--- src/rtl/axi_sram_slave.sv ---
// AXI4 burst slave in front of a single-port synchronous word SRAM.
// Serves one INCR/FIXED read or write burst at a time.
module axi_sram_slave #(
  parameter int ID_W    = 8,
  parameter int ADDR_W  = 32,
  parameter int DATA_W  = 32,
  parameter int LEN_W   = 4,
  parameter int SRAM_AW = 14
) (
  input  logic                clk,
  input  logic                rst,
  input  logic [ID_W-1:0]     S_AWID,
  input  logic [ADDR_W-1:0]   S_AWAddr,
  input  logic [LEN_W-1:0]    S_AWLen,
  input  logic [2:0]          S_AWSize,
  input  logic [1:0]          S_AWBurst,
  input  logic                S_AWValid,
  output logic                S_AWReady,
  input  logic [DATA_W-1:0]   S_WData,
  input  logic [DATA_W/8-1:0] S_WStrb,
  input  logic                S_WLast,
  input  logic                S_WValid,
  output logic                S_WReady,
  output logic [ID_W-1:0]     S_BID,
  output logic [1:0]          S_BResp,
  output logic                S_BValid,
  input  logic                S_BReady,
  input  logic [ID_W-1:0]     S_ARID,
  input  logic [ADDR_W-1:0]   S_ARAddr,
  input  logic [LEN_W-1:0]    S_ARLen,
  input  logic [2:0]          S_ARSize,
  input  logic [1:0]          S_ARBurst,
  input  logic                S_ARValid,
  output logic                S_ARReady,
  output logic [ID_W-1:0]     S_RID,
  output logic [DATA_W-1:0]   S_RData,
  output logic [1:0]          S_RResp,
  output logic                S_RLast,
  output logic                S_RValid,
  input  logic                S_RReady,
  output logic                sram_ceb,
  output logic [DATA_W/8-1:0] sram_web,
  output logic [SRAM_AW-1:0]  sram_a,
  output logic [DATA_W-1:0]   sram_di,
  input  logic [DATA_W-1:0]   sram_do
);

  localparam int CW = LEN_W + 1;
  localparam logic [1:0] BURST_FIXED = 2'b00;
  localparam logic [1:0] RESP_OKAY   = 2'b00;
  localparam logic [1:0] RESP_SLVERR = 2'b10;

  typedef enum logic [1:0] {
    IDLE,
    RDATA,
    WDATA,
    WRESP
  } state_t;

  state_t state, state_nx;

  logic [ID_W-1:0]    id_q;
  logic [LEN_W-1:0]   len_q;
  logic [1:0]         burst_q;
  logic [SRAM_AW-1:0] addr_q;
  logic [SRAM_AW-1:0] addr_nx;
  logic [CW-1:0]      cnt_q;
  logic [CW-1:0]      cnt_inc;
  logic [CW-1:0]      beats_req;
  logic [1:0]         bresp_q;

  logic aw_hs;
  logic ar_hs;
  logic w_hs;
  logic r_hs;

  // AxSize and out-of-range address bits carry no meaning here
  logic unused_bits;
  assign unused_bits = ^{S_AWSize, S_ARSize,
                         S_AWAddr[ADDR_W-1:SRAM_AW+2],
                         S_ARAddr[ADDR_W-1:SRAM_AW+2],
                         S_AWAddr[1:0], S_ARAddr[1:0]};

  assign S_AWReady = (state == IDLE);
  assign S_ARReady = (state == IDLE) & ~S_AWValid;
  assign S_WReady  = (state == WDATA);
  assign S_BValid  = (state == WRESP);
  assign S_RValid  = (state == RDATA);

  assign S_BID   = id_q;
  assign S_BResp = bresp_q;
  assign S_RID   = id_q;
  assign S_RResp = RESP_OKAY;
  assign S_RData = sram_do;
  assign S_RLast = (cnt_q == {1'b0, len_q}) & S_RValid;

  assign aw_hs = S_AWValid & S_AWReady;
  assign ar_hs = S_ARValid & S_ARReady;
  assign w_hs  = S_WValid & S_WReady;
  assign r_hs  = S_RValid & S_RReady;

  assign addr_nx = (burst_q == BURST_FIXED) ? addr_q
                                            : addr_q + SRAM_AW'(1);

  // saturate so a runaway write burst can never alias a legal length
  assign cnt_inc   = (&cnt_q) ? cnt_q : cnt_q + CW'(1);
  assign beats_req = {1'b0, len_q} + CW'(1);

  always_comb begin
    state_nx = state;
    sram_ceb = 1'b1;
    sram_web = '1;
    sram_a   = addr_q;
    sram_di  = S_WData;
    unique case (state)
      IDLE: begin
        if (aw_hs) begin
          state_nx = WDATA;
        end else if (ar_hs) begin
          state_nx = RDATA;
          sram_ceb = 1'b0;
          sram_a   = S_ARAddr[SRAM_AW+1:2];
        end
      end
      WDATA: begin
        if (w_hs) begin
          sram_ceb = 1'b0;
          sram_web = ~S_WStrb;
          if (S_WLast) state_nx = WRESP;
        end
      end
      WRESP: begin
        if (S_BReady) state_nx = IDLE;
      end
      RDATA: begin
        sram_ceb = 1'b0;
        if (r_hs) begin
          if (S_RLast) state_nx = IDLE;
          else         sram_a   = addr_nx;
        end
      end
    endcase
    if (rst) begin
      sram_ceb = 1'b1;
      sram_web = '1;
    end
  end

  always_ff @(posedge clk) begin
    if (rst) begin
      state   <= IDLE;
      id_q    <= '0;
      len_q   <= '0;
      burst_q <= '0;
      addr_q  <= '0;
      cnt_q   <= '0;
      bresp_q <= RESP_OKAY;
    end else begin
      state <= state_nx;
      if (aw_hs) begin
        id_q    <= S_AWID;
        len_q   <= S_AWLen;
        burst_q <= S_AWBurst;
        addr_q  <= S_AWAddr[SRAM_AW+1:2];
        cnt_q   <= '0;
      end else if (ar_hs) begin
        id_q    <= S_ARID;
        len_q   <= S_ARLen;
        burst_q <= S_ARBurst;
        addr_q  <= S_ARAddr[SRAM_AW+1:2];
        cnt_q   <= '0;
      end
      if (w_hs) begin
        addr_q <= addr_nx;
        cnt_q  <= cnt_inc;
        if (S_WLast) begin
          bresp_q <= (cnt_inc == beats_req) ? RESP_OKAY
                                            : RESP_SLVERR;
        end
      end
      if (r_hs & ~S_RLast) begin
        addr_q <= addr_nx;
        cnt_q  <= cnt_inc;
      end
    end
  end

endmodule

--- config.mk ---
export PLATFORM = sky130hd
export DESIGN_NAME = axi_sram_slave
export DESIGN_NICKNAME = d
export VERILOG_FILES = /design/src/rtl/axi_sram_slave.sv
export SDC_FILE = /design/constraint.sdc
export NUM_CORES = 1
export LEC_CHECK = 0
export BUFFER_PORTS_ARGS = -buffer_cell sky130_fd_sc_hd__buf_4
export CAP_MARGIN = 30
export CORE_AREA = 2 2 109 111
export CTS_CLUSTER_DIAMETER = 120
export DETAILED_ROUTE_END_ITERATION = 8
export DIE_AREA = 0 0 111 113
export PLACE_DENSITY = 0.67
export SLEW_MARGIN = 20
export SYNTH_ARGS = -nofsm -noshare
export SYNTH_HDL_FRONTEND = slang
export SYNTH_SLANG_ARGS = --single-unit
--- constraint.sdc ---
create_clock -name clk -period 7.66 [get_ports clk]
set_clock_uncertainty 0.2 [all_clocks]
set_input_delay 1.532 -clock clk [delete_from_list [all_inputs] [get_ports clk]]
set_output_delay 1.532 -clock clk [all_outputs]
set_load 0.03 [all_outputs]
== Yosys cells after proc, flatten, opt, wreduce, memory -nomap -nowiden ==
Index checks and enable logic that the tools add are counted.

* Multiplexer cells: 37
* Reductions and logical operators: 7
* Bitwise gates (word level): 10
* Equal/unequal tests: 11
* Add/sub/neg operators: 3

{| class="wikitable"
|+ Operators with widths
! kind !! number
|-
| $mux W14 || 8
|-
| $pmux W14 S2 || 1
|-
| $mux W5 || 5
|-
| $mux W2 || 10
|-
| $mux W4 || 5
|-
| $mux W8 || 2
|-
| $add A14 B1 Y14 const B || 1
|-
| $pmux W2 S4 || 1
|-
| $and A1 B1 Y1 || 7
|-
| $ne A2 B1 Y1 const B || 3
|-
| $reduce_and A6 Y1 || 1
|-
| $add A4 B1 Y5 const B || 1
|-
| $add A5 B1 Y5 const B || 1
|-
| $eq A5 B4 Y1 || 1
|-
| $eq A5 B5 Y1 || 1
|-
| $reduce_and A5 Y1 || 1
|-
| $eq A2 B2 Y1 const B || 2
|-
| $logic_not A2 Y1 || 2
|-
| $mux W1 || 4
|-
| $ne A2 B2 Y1 const B || 2
|-
| $not A4 Y4 || 1
|-
| $reduce_bool A4 Y1 || 1
|-
| $ne A3 B1 Y1 const B || 1
|-
| $pmux W1 S3 || 1
|-
| 4 further kinds || 5
|}

* Input bits: 174
* Register bits: 37
* Logic and storage cells: 75
* Output and inout port bits: 109

== Logic depth before layout (Yosys ltp) ==
Gate-level depths: netlist of the first run.

* Word-level depth: 7
* Mapped depth: 8
* Mapped depth without buffers: 6

== Worst setup path before layout of the first run ==
OpenSTA, ideal clock, no wires.

* Path type: input -> output
* Start: input S_AWValid
* End: output sram_a[8]
* Cell stages on the path: 7
* Slack: 2719 ps
* Data required time: 5928 ps
* Data arrival time: 3209 ps
* Path through: nand2b_1 clkbuf_1 clkbuf_1 nand2_1 o21ai_0 o22ai_1 a211oi_1

* Word-level cells in the longest chain between the ends: 6
* Elaborated cells on any way between the ends: 7

{| class="wikitable"
|+ Ends and longest elaborated chain
! what !! RTL line !! text
|-
| from (decl) || 17 || <nowiki>input logic S_AWValid,</nowiki>
|-
| $not A1 Y1 || 85 || <nowiki>assign S_ARReady = (state == IDLE) & ~S_AWValid;</nowiki>
|-
| $and A1 B1 Y1 || 85 ||
|-
| $and A1 B1 Y1 || 98 || <nowiki>assign ar_hs = S_ARValid & S_ARReady;</nowiki>
|-
| $mux W14 || - ||
|-
| $mux W14 (*) || 117 || <nowiki>if (aw_hs) begin</nowiki>
|-
| $pmux W14 S2 (*) || 115 || <nowiki>unique case (state)</nowiki>
|-
| to (decl) || 43 || <nowiki>output logic [SRAM_AW-1:0] sram_a,</nowiki>
|}

Every way passes the cells marked *; elsewhere a longest branch is shown, timed or not.

== Worst setup path after layout of the first run ==
* Start: input S_RReady
* End: output sram_a[1]

* Word-level cells in the longest chain between the ends: 3

{| class="wikitable"
|+ Ends and longest elaborated chain
! what !! RTL line !! text
|-
| from (decl) || 40 || <nowiki>input logic S_RReady,</nowiki>
|-
| $and A1 B1 Y1 || 100 || <nowiki>assign r_hs = S_RValid & S_RReady;</nowiki>
|-
| $mux W14 || 137 || <nowiki>if (r_hs) begin</nowiki>
|-
| $pmux W14 S2 || 115 ||
|}

No other way between the ends.

==> results of run 1 <==
## state kept, by name (all words and copies together) (netlist names)
register,flops
S_BID,8
S_BResp,1
addr_q,14
burst_q,2
cnt_q,5
len_q,4
state,2
## cells in the final DEF (no fill, tap or decap), types with 13 or more instances in the layout
cell,instances
nor2_1,39
dfxtp_1,36
nand2_1,32
mux2i_1,15
o22ai_1,17
o21ai_0,18
buf_4,116
nor3b_1,15
a21oi_1,22
a22oi_1,20
nor3_1,13
a211oi_1,21
## metrics by stage
| stage | cells | hold WS (ns) |
|---|---|---|
| after global placement | 631 | 0.2939 |
| after floorplan | 492 | 0.3089 |
| after detailed placement | 631 | 0.2941 |
| after global routing | 640 | 0.3689 |
| final | 640 | 0.3006 |
| after CTS | 639 | 0.3023 |
## metal layers
| layer | global-route usage, % | vias to the layer above |
|---|---|---|
| li1 | - | 1733 |
| met1 | 21.63 | 1670 |
| met2 | 28.79 | 177 |
| met3 | 5.356 | 32 |
| met4 | 4.333 | 0 |
| met5 | 0 | - |
## tightest hold or removal path: cells and delay by family, from the launching register on
kind,cells,cell delay [ns]
simple gates,1,0.09
flops,1,0.31
compound gates,1,0.05
## power by group
| group | internal, mW | switching (mW) | total, mW |
|---|---|---|---|
| Combinational | 0.128 | 0.190 | 0.318 |
| Clock | 0.220 | 0.0900 | 0.310 |
| Sequential | 0.208 | 0.0340 | 0.242 |
## cell families (layout without fill, tap and decap cells)
kind of cell	Yosys count	in the layout	share of synthesized area (%)
AO/OA/AOI/OAI	143	143	27.58
XOR/XNOR	15	15	3.597
adder cells (fa/ha/maj)	3	3	1.028
buffers and inverters	125	130	21.45
flip-flops	36	36	19.73
multiplexers	18	18	5.036
other	1	3	0.1027
AND/OR/NAND/NOR	149	149	21.48
## cells in the mapped netlist (4+ instances only)
library cell and n:
inv_1 5, nand2b_1 7, nand3_1 5, o221ai_1 9, buf_4 76, a311oi_1 8
o21ai_0 18, nor4_1 5, mux2i_1 15, nand4_1 4, buf_2 17, and3_1 6
nor2_1 39, nand2_1 32, dfxtp_1 36, clkbuf_1 23, nand3b_1 9, xor2_1 6
a211oi_1 21, xnor2_1 9, nor3_1 14, a21oi_1 22, nor3b_1 15, a22oi_1 20
o22ai_1 17
## final cells by class
| class | count | area share [%] |
|---|---|---|
| multi-input combinational | 331 | 51.69 |
| sequential | 36 | 17.24 |
| inverter | 5 | 0.4490 |
| tap | 143 | 4.280 |
| clock buffer | 5 | 2.993 |
| clock inverter | 3 | 2.155 |
| timing repair buffer | 117 | 21.19 |
## how the worst max path moves through the flow
stage,cells after the start,start,endpoint
2_1_floorplan,7,S_AWValid,sram_a[8]
3_3_place_gp,6,S_RReady,sram_a[1]
3_5_place_dp,8,S_AWValid,sram_a[13]
4_1_cts,8,S_AWValid,sram_a[13]
5_1_grt,8,S_AWValid,sram_a[13]
6_report,6,S_RReady,sram_a[1]
==> qor.csv, run 1 <==
stage,metric,value,unit
pwr,finalPower,869.8,uW
global_route,grt_pass1_vias,3446,
logic_synthesis,avgSynthCellArea,7.454,sq um
setup_path,worst-r2r-setup-slack,5.08,ns
logic_synthesis,synth_area,0.003652,sq mm
setup_path,r2r_end,addr_q[13]$_SDFF_PP0_,
global_route,antenna_found_initial,0,
logic_synthesis,netlist_top_cells_area,"dfxtp_1, buf_4, a211oi_1",
cells_and_area,multi_input_comb_area,0.002161,sq mm
route,drt.antenna.violating_nets,0,
hold_path,hold_end,S_BResp[1]$_SDFFE_PP0P_,
run,drv_cap,0,
placement,io_buffers,109,
clocking,h-tree-depth,2,
setup_path,start_kind,input port,
status,outcome,"complete, no violations",
setup_path,crit_top_cell,buf_4,
route,wl_met1,4.702,mm
pwr,leakagePower,1.671,nW
setup_path,worst_ep_required_time,5.93,ns
timing,worst_pin_slew,0.8564,ns
cells_and_area,num-fill-cells,1149,
route,drc,0,
logic_synthesis,ys_ff_latch,36,
route,drt_iter0_drc,212,
clocking,clockBufferDepth,2,
setup_path,slowest_stage,mux2_2,
global_route,overflow,0,
clocking,ctsResizeCount,0,
setup_path,worstPathMaxFanout,6,
logic_synthesis,synth_edf_count,0,
route,dr.pass1.iters,6,
timing,max_freq,0.2137,GHz
hold_path,hold_class,flop to flop,
floorplanning,io_pins,283,
logic_synthesis,synth_ff_type,dfxtp_1,
clocking,cts_root_buffer,clkbuf_16,
timing,final-setup-viol-count,0,
clocking,cts_setup_buffers,0,
placement,dpl.hpwl,7.921,mm
route,vias,3612,
setup_path,end_kind,output port,
setup_path,path_delay_family,compound AO/OA/AOI/OAI gates,
pwr,power_density,208.1,mW/mm^2
setup_path,setup.worst_path.class,input port to output port,
route,dr_wl_met2,5.193,mm
clocking,cts_tree,built,
timing,period_minus_slack,4.680,ns
logic_synthesis,seq_area_frac_synth,19.73,%
placement,place_ws,2.983,ns
timing,fin_crit_sh,61.10,%
cells_and_area,seqCellArea,720.7,sq um
global_route,grt_max_degree,66,
logic_synthesis,ys_warn_count,0,
timing,finalHoldViolations,0,
pwr,vdd.ir_drop.worst,134.7,uV
logic_synthesis,synth.top_cell.area_share,19.73,%
floorplanning,fp.dieW,111,um
timing,relSlewSlack,42.85,%
timing,finalMaxSlewViolations,0,
logic_synthesis,ys_types,55,
clocking,cts-buffers-inserted,5,
global_route,grt_use_total,17.19,%
setup_path,cp_data_arrival_time,2.95,ns
logic_synthesis,postSynth.asyncResetShare,0,%
cells_and_area,finalInstanceArea,0.004180,sq mm
setup_path,max_stage_delay,0.39,ns
clocking,numClockSinks,36,
cells_and_area,num_antenna_cells,0,
timing,worst_slack,2.980,ns
cells_and_area,drive_gt1_share,27.16,%
floorplanning,fp.coreArea,0.01127,sq mm
route,met3_length,1.096,mm
hold_path,min_path_cells,2,
logic_synthesis,synth_area_leader_cell,dfxtp_1,
placement,gp_congestion,0.8936,
clocking,ctsHoldBuffers,0,
cells_and_area,utilization,37.09,%
global_route,grt_pass1_wl,17.82,mm
cells_and_area,synthToLayoutAreaGrowth,14.46,%
timing,rsz0062_at_grt,no,
route,topRoutingLayerUsed,met4,
route,avgRoutedWirePerCell,17.45,um
setup_path,r2r_cells,6,
floorplanning,die_h,113,um
logic_synthesis,netlist_instances,490,
setup_path,reg2reg_from,state[1]$_SDFFE_PP0P_,
hold_path,hold_start,S_BResp[1]$_SDFFE_PP0P_,
placement,placed_area,0.003950,sq mm
route,via_per_inst,5.644,
cells_and_area,final_nets,673,
timing,finalSetupTns,0,ns
clocking,clkSlewWorstSetupHoldPaths,0.06,ns
route,wl,11.17,mm
clocking,clkLatencyLatePin,0.29,ns
floorplanning,rows,39,
floorplanning,initial_core_util,32.40,%
setup_path,crit_chain,buf_4 > inv_1 > a211oi_1 > mux2_2 > a221o_1 > buf_4,
floorplanning,dieArea,0.01254,sq mm
setup_path,crit_buf_inv,3,
No activity file was read; power rests on OpenSTA's default activity.
==> inputs of run 2 (changes only) <==
--- a/config.mk
+++ b/config.mk
@@ -5,13 +5,14 @@
 export SDC_FILE = /design/constraint.sdc
 export NUM_CORES = 1
 export LEC_CHECK = 0
+export ABC_AREA = 1
 export BUFFER_PORTS_ARGS = -buffer_cell sky130_fd_sc_hd__buf_4
 export CAP_MARGIN = 30
-export CORE_AREA = 2 2 109 111
+export CORE_AREA = 2 2 108 110
 export CTS_CLUSTER_DIAMETER = 120
 export DETAILED_ROUTE_END_ITERATION = 8
-export DIE_AREA = 0 0 111 113
-export PLACE_DENSITY = 0.67
+export DIE_AREA = 0 0 110 112
+export PLACE_DENSITY = 0.7
 export SLEW_MARGIN = 20
 export SYNTH_ARGS = -nofsm -noshare
 export SYNTH_HDL_FRONTEND = slang
==> constraint.sdc (replaced) <==
create_clock -name clk -period 3.8 [get_ports clk]
set_clock_uncertainty 0.2 [all_clocks]
set_input_delay 0.76 -clock clk [delete_from_list [all_inputs] [get_ports clk]]
set_output_delay 0.76 -clock clk [all_outputs]
set_load 0.03 [all_outputs]
==> qor.csv, run 2 <==
stage,metric,value,unit
cells_and_area,num-fill-cells,1224,
clocking,cts_setup_buffers,0,
floorplanning,rows,39,
route,drc,0,
clocking,clkLatencyLatePin,0.28,ns
setup_path,max_stage_delay,0.37,ns
timing,finalMaxSlewViolations,0,
placement,dpl.hpwl,7.584,mm
logic_synthesis,ys_types,32,
logic_synthesis,netlist_instances,589,
cells_and_area,num_antenna_cells,0,
cells_and_area,final_common_cell,nand2_1,
cells_and_area,seqCellArea,720.7,sq um
run,drv_cap,0,
timing,period_minus_slack,3.182,ns
timing,finalHoldViolations,0,
setup_path,setup.worst_path.class,flop to output port,
clocking,ctsResizeCount,0,
clocking,cts_root_buffer,clkbuf_16,
cells_and_area,synthToLayoutAreaGrowth,15.84,%
timing,fin_crit_sh,83.74,%
pwr,leakagePower,2.118,nW
logic_synthesis,seq_area_frac_synth,20.45,%
cells_and_area,drive_gt1_share,24.39,%
placement,gp_congestion,0.8410,
pwr,power_density,784.2,mW/mm^2
clocking,h-tree-depth,2,
route,drt_iter0_drc,173,
global_route,grt_max_degree,32,
cells_and_area,largest-register,addr_q,
placement,io_buffers,109,
floorplanning,fp.coreArea,0.01117,sq mm
clocking,clockBufferDepth,2,
timing,worst_pin_slew,0.6034,ns
route,avgRoutedWirePerCell,13.67,um
clocking,numClockSinks,36,
hold_path,hold_class,flop to flop,
floorplanning,dieArea,0.01232,sq mm
global_route,grt_pass1_wl,16.42,mm
timing,rsz0062_at_grt,no,
floorplanning,io_pins,283,
floorplanning,initial_core_util,31.53,%
pwr,vdd.ir_drop.worst,368.6,uV
setup_path,crit_chain,nor2_4 > buf_4 > o21ai_2 > inv_2 > o21ai_0 > a22oi_1 > o21ai_1 > buf_4,
route,wl,10.41,mm
logic_synthesis,avgSynthCellArea,5.982,sq um
floorplanning,die_h,112,um
logic_synthesis,ys_warn_count,0,
timing,max_freq,0.3142,GHz
clocking,cts-buffers-inserted,5,
placement,post-place-cells,754,
logic_synthesis,synth_edf_count,0,
logic_synthesis,synth_ff_type,dfxtp_1,
timing,relSlewSlack,59.68,%
setup_path,worstPathMaxFanout,17,
pwr,finalPower,3.201,mW
logic_synthesis,synth.top_cell.area_share,20.45,%
clocking,cts_tree,built,
clocking,ctsHoldBuffers,0,
setup_path,end_kind,output port,
floorplanning,fp.dieW,110,um
timing,final-setup-viol-count,0,
setup_path,start_kind,flop,
logic_synthesis,postSynth.asyncResetShare,0,%
cells_and_area,final_cell_mix,"nand2_1, buf_4, nor2_1",
setup_path,worst_ep_required_time,2.84,ns
logic_synthesis,netlist_top_cells_area,"dfxtp_1, nand2_1, buf_4",
cells_and_area,multi_input_comb_area,0.001907,sq mm
route,via_per_inst,4.774,
route,dr.pass1.iters,4,
logic_synthesis,synthTopCellsByCount,"nand2_1, buf_4, nor2_1, inv_1, dfxtp_1",
timing,finalSetupTns,0,ns
logic_synthesis,synth_area,0.003523,sq mm
global_route,grt_pass1_vias,3338,
route,drt.antenna.violating_nets,0,
logic_synthesis,synth_area_leader_cell,dfxtp_1,
global_route,antenna_found_initial,0,
cells_and_area,instances_no_fill,762,
setup_path,crit_top_cell,buf_4,
clocking,clkSlewWorstSetupHoldPaths,0.06,ns
global_route,overflow,0,
setup_path,cp_data_arrival_time,2.22,ns
cells_and_area,largest_reg_flops,14,
logic_synthesis,synth.most_common_cell,nand2_1,
setup_path,slowest_stage,dfxtp_1,
global_route,grt_use_total,16.91,%
cells_and_area,final_nets,795,
route,vias,3638,
logic_synthesis,ys_ff_latch,36,
status,outcome,"complete, no violations",
==> run 2: cell count changes after synthesis, sizes merged, moves of 12 or more <==
| cell | change |
|---|---|
| a21oi | -16 |
| mux2i | -15 |
| inv | +50 |
| o22ai | -17 |
| nand2 | +148 |
| a31oi | +12 |
| clkbuf | -17 |
| nor2 | +36 |
| nand3 | +24 |
| a211oi | -21 |
| nor3b | -15 |
| o21ai | +28 |
==> run 2: power by group <==
group | leakage, nW | internal, mW | switching (mW)
logic | 1.73 | 0.691 | 1.35
registers | 0.297 | 0.505 | 0.148
clock network | 0.0901 | 0.346 | 0.165
==> run 2: logic make-up after synthesis <==
kind of cell	share of synthesized area [%]
XOR/XNOR	2.735
other	0.1064
flip-flops	20.45
adder cells (fa/ha/maj)	1.065
AO/OA/AOI/OAI	15.23
buffers and inverters	25.64
AND/OR/NAND/NOR	34.77
==> run 2: worst max-delay path, delay by kind of cell (launching register included) <==
kind | cells | cell delay, ns
buffers and inverters | 3 | 0.77
AO/OA/AOI/OAI | 4 | 0.61
flip-flops | 1 | 0.37
AND/OR/NAND/NOR | 1 | 0.18
==> run 2: cell type report <==
type	count	share of cell area, %
Multi-Input combinational cell	402	46.72
Timing Repair Buffer	118	21.70
Sequential cell	36	17.66
Inverter	55	5.058
Tap cell	143	4.384
Clock buffer	7	3.740
Clock inverter	1	0.7357
==> run 2: path summary, 6_finish.rpt <==
| path | startpoint | slack [ns] | cells past startpoint | endpoint |
|---|---|---|---|---|
| worst min register to register | burst_q[1]$_SDFFE_PP0P_ | 0.33 | 2 | burst_q[1]$_SDFFE_PP0P_ |
| worst min-delay path | burst_q[1]$_SDFFE_PP0P_ | 0.33 | 2 | burst_q[1]$_SDFFE_PP0P_ |
| worst max register to register | state[0]$_SDFFE_PP0P_ | 1.54 | 11 | addr_q[5]$_SDFF_PP0_ |
| worst max-delay path | state[0]$_SDFFE_PP0P_ | 0.62 | 8 | sram_a[9] |
==> run 2: layer usage <==
metal / GRT usage, % / vias to the layer above / wire (um)
met5: 0 / - / 0
met4: 6.160 / 0 / 214
met3: 4.508 / 22 / 973
met2: 27.16 / 175 / 4673
met1: 21.50 / 1585 / 4551
li1: - / 1856 / -
==> run 2: per-stage QoR <==
| step | hold slack [ns] | cell area (sq um) | util (%) | setup WS, ns |
|---|---|---|---|---|
| after floorplan | 0.2943 | 3531 | - | 0.8763 |
| after global placement | 0.3093 | 3899 | 34.89 | 0.7138 |
| after detailed placement | 0.3205 | 3899 | 34.89 | 0.7191 |
| after CTS | 0.3259 | 4081 | 36.52 | 0.6162 |
| after global routing | 0.3691 | 4081 | 36.52 | 0.4568 |
| final | 0.3262 | 4081 | 36.52 | 0.6177 |
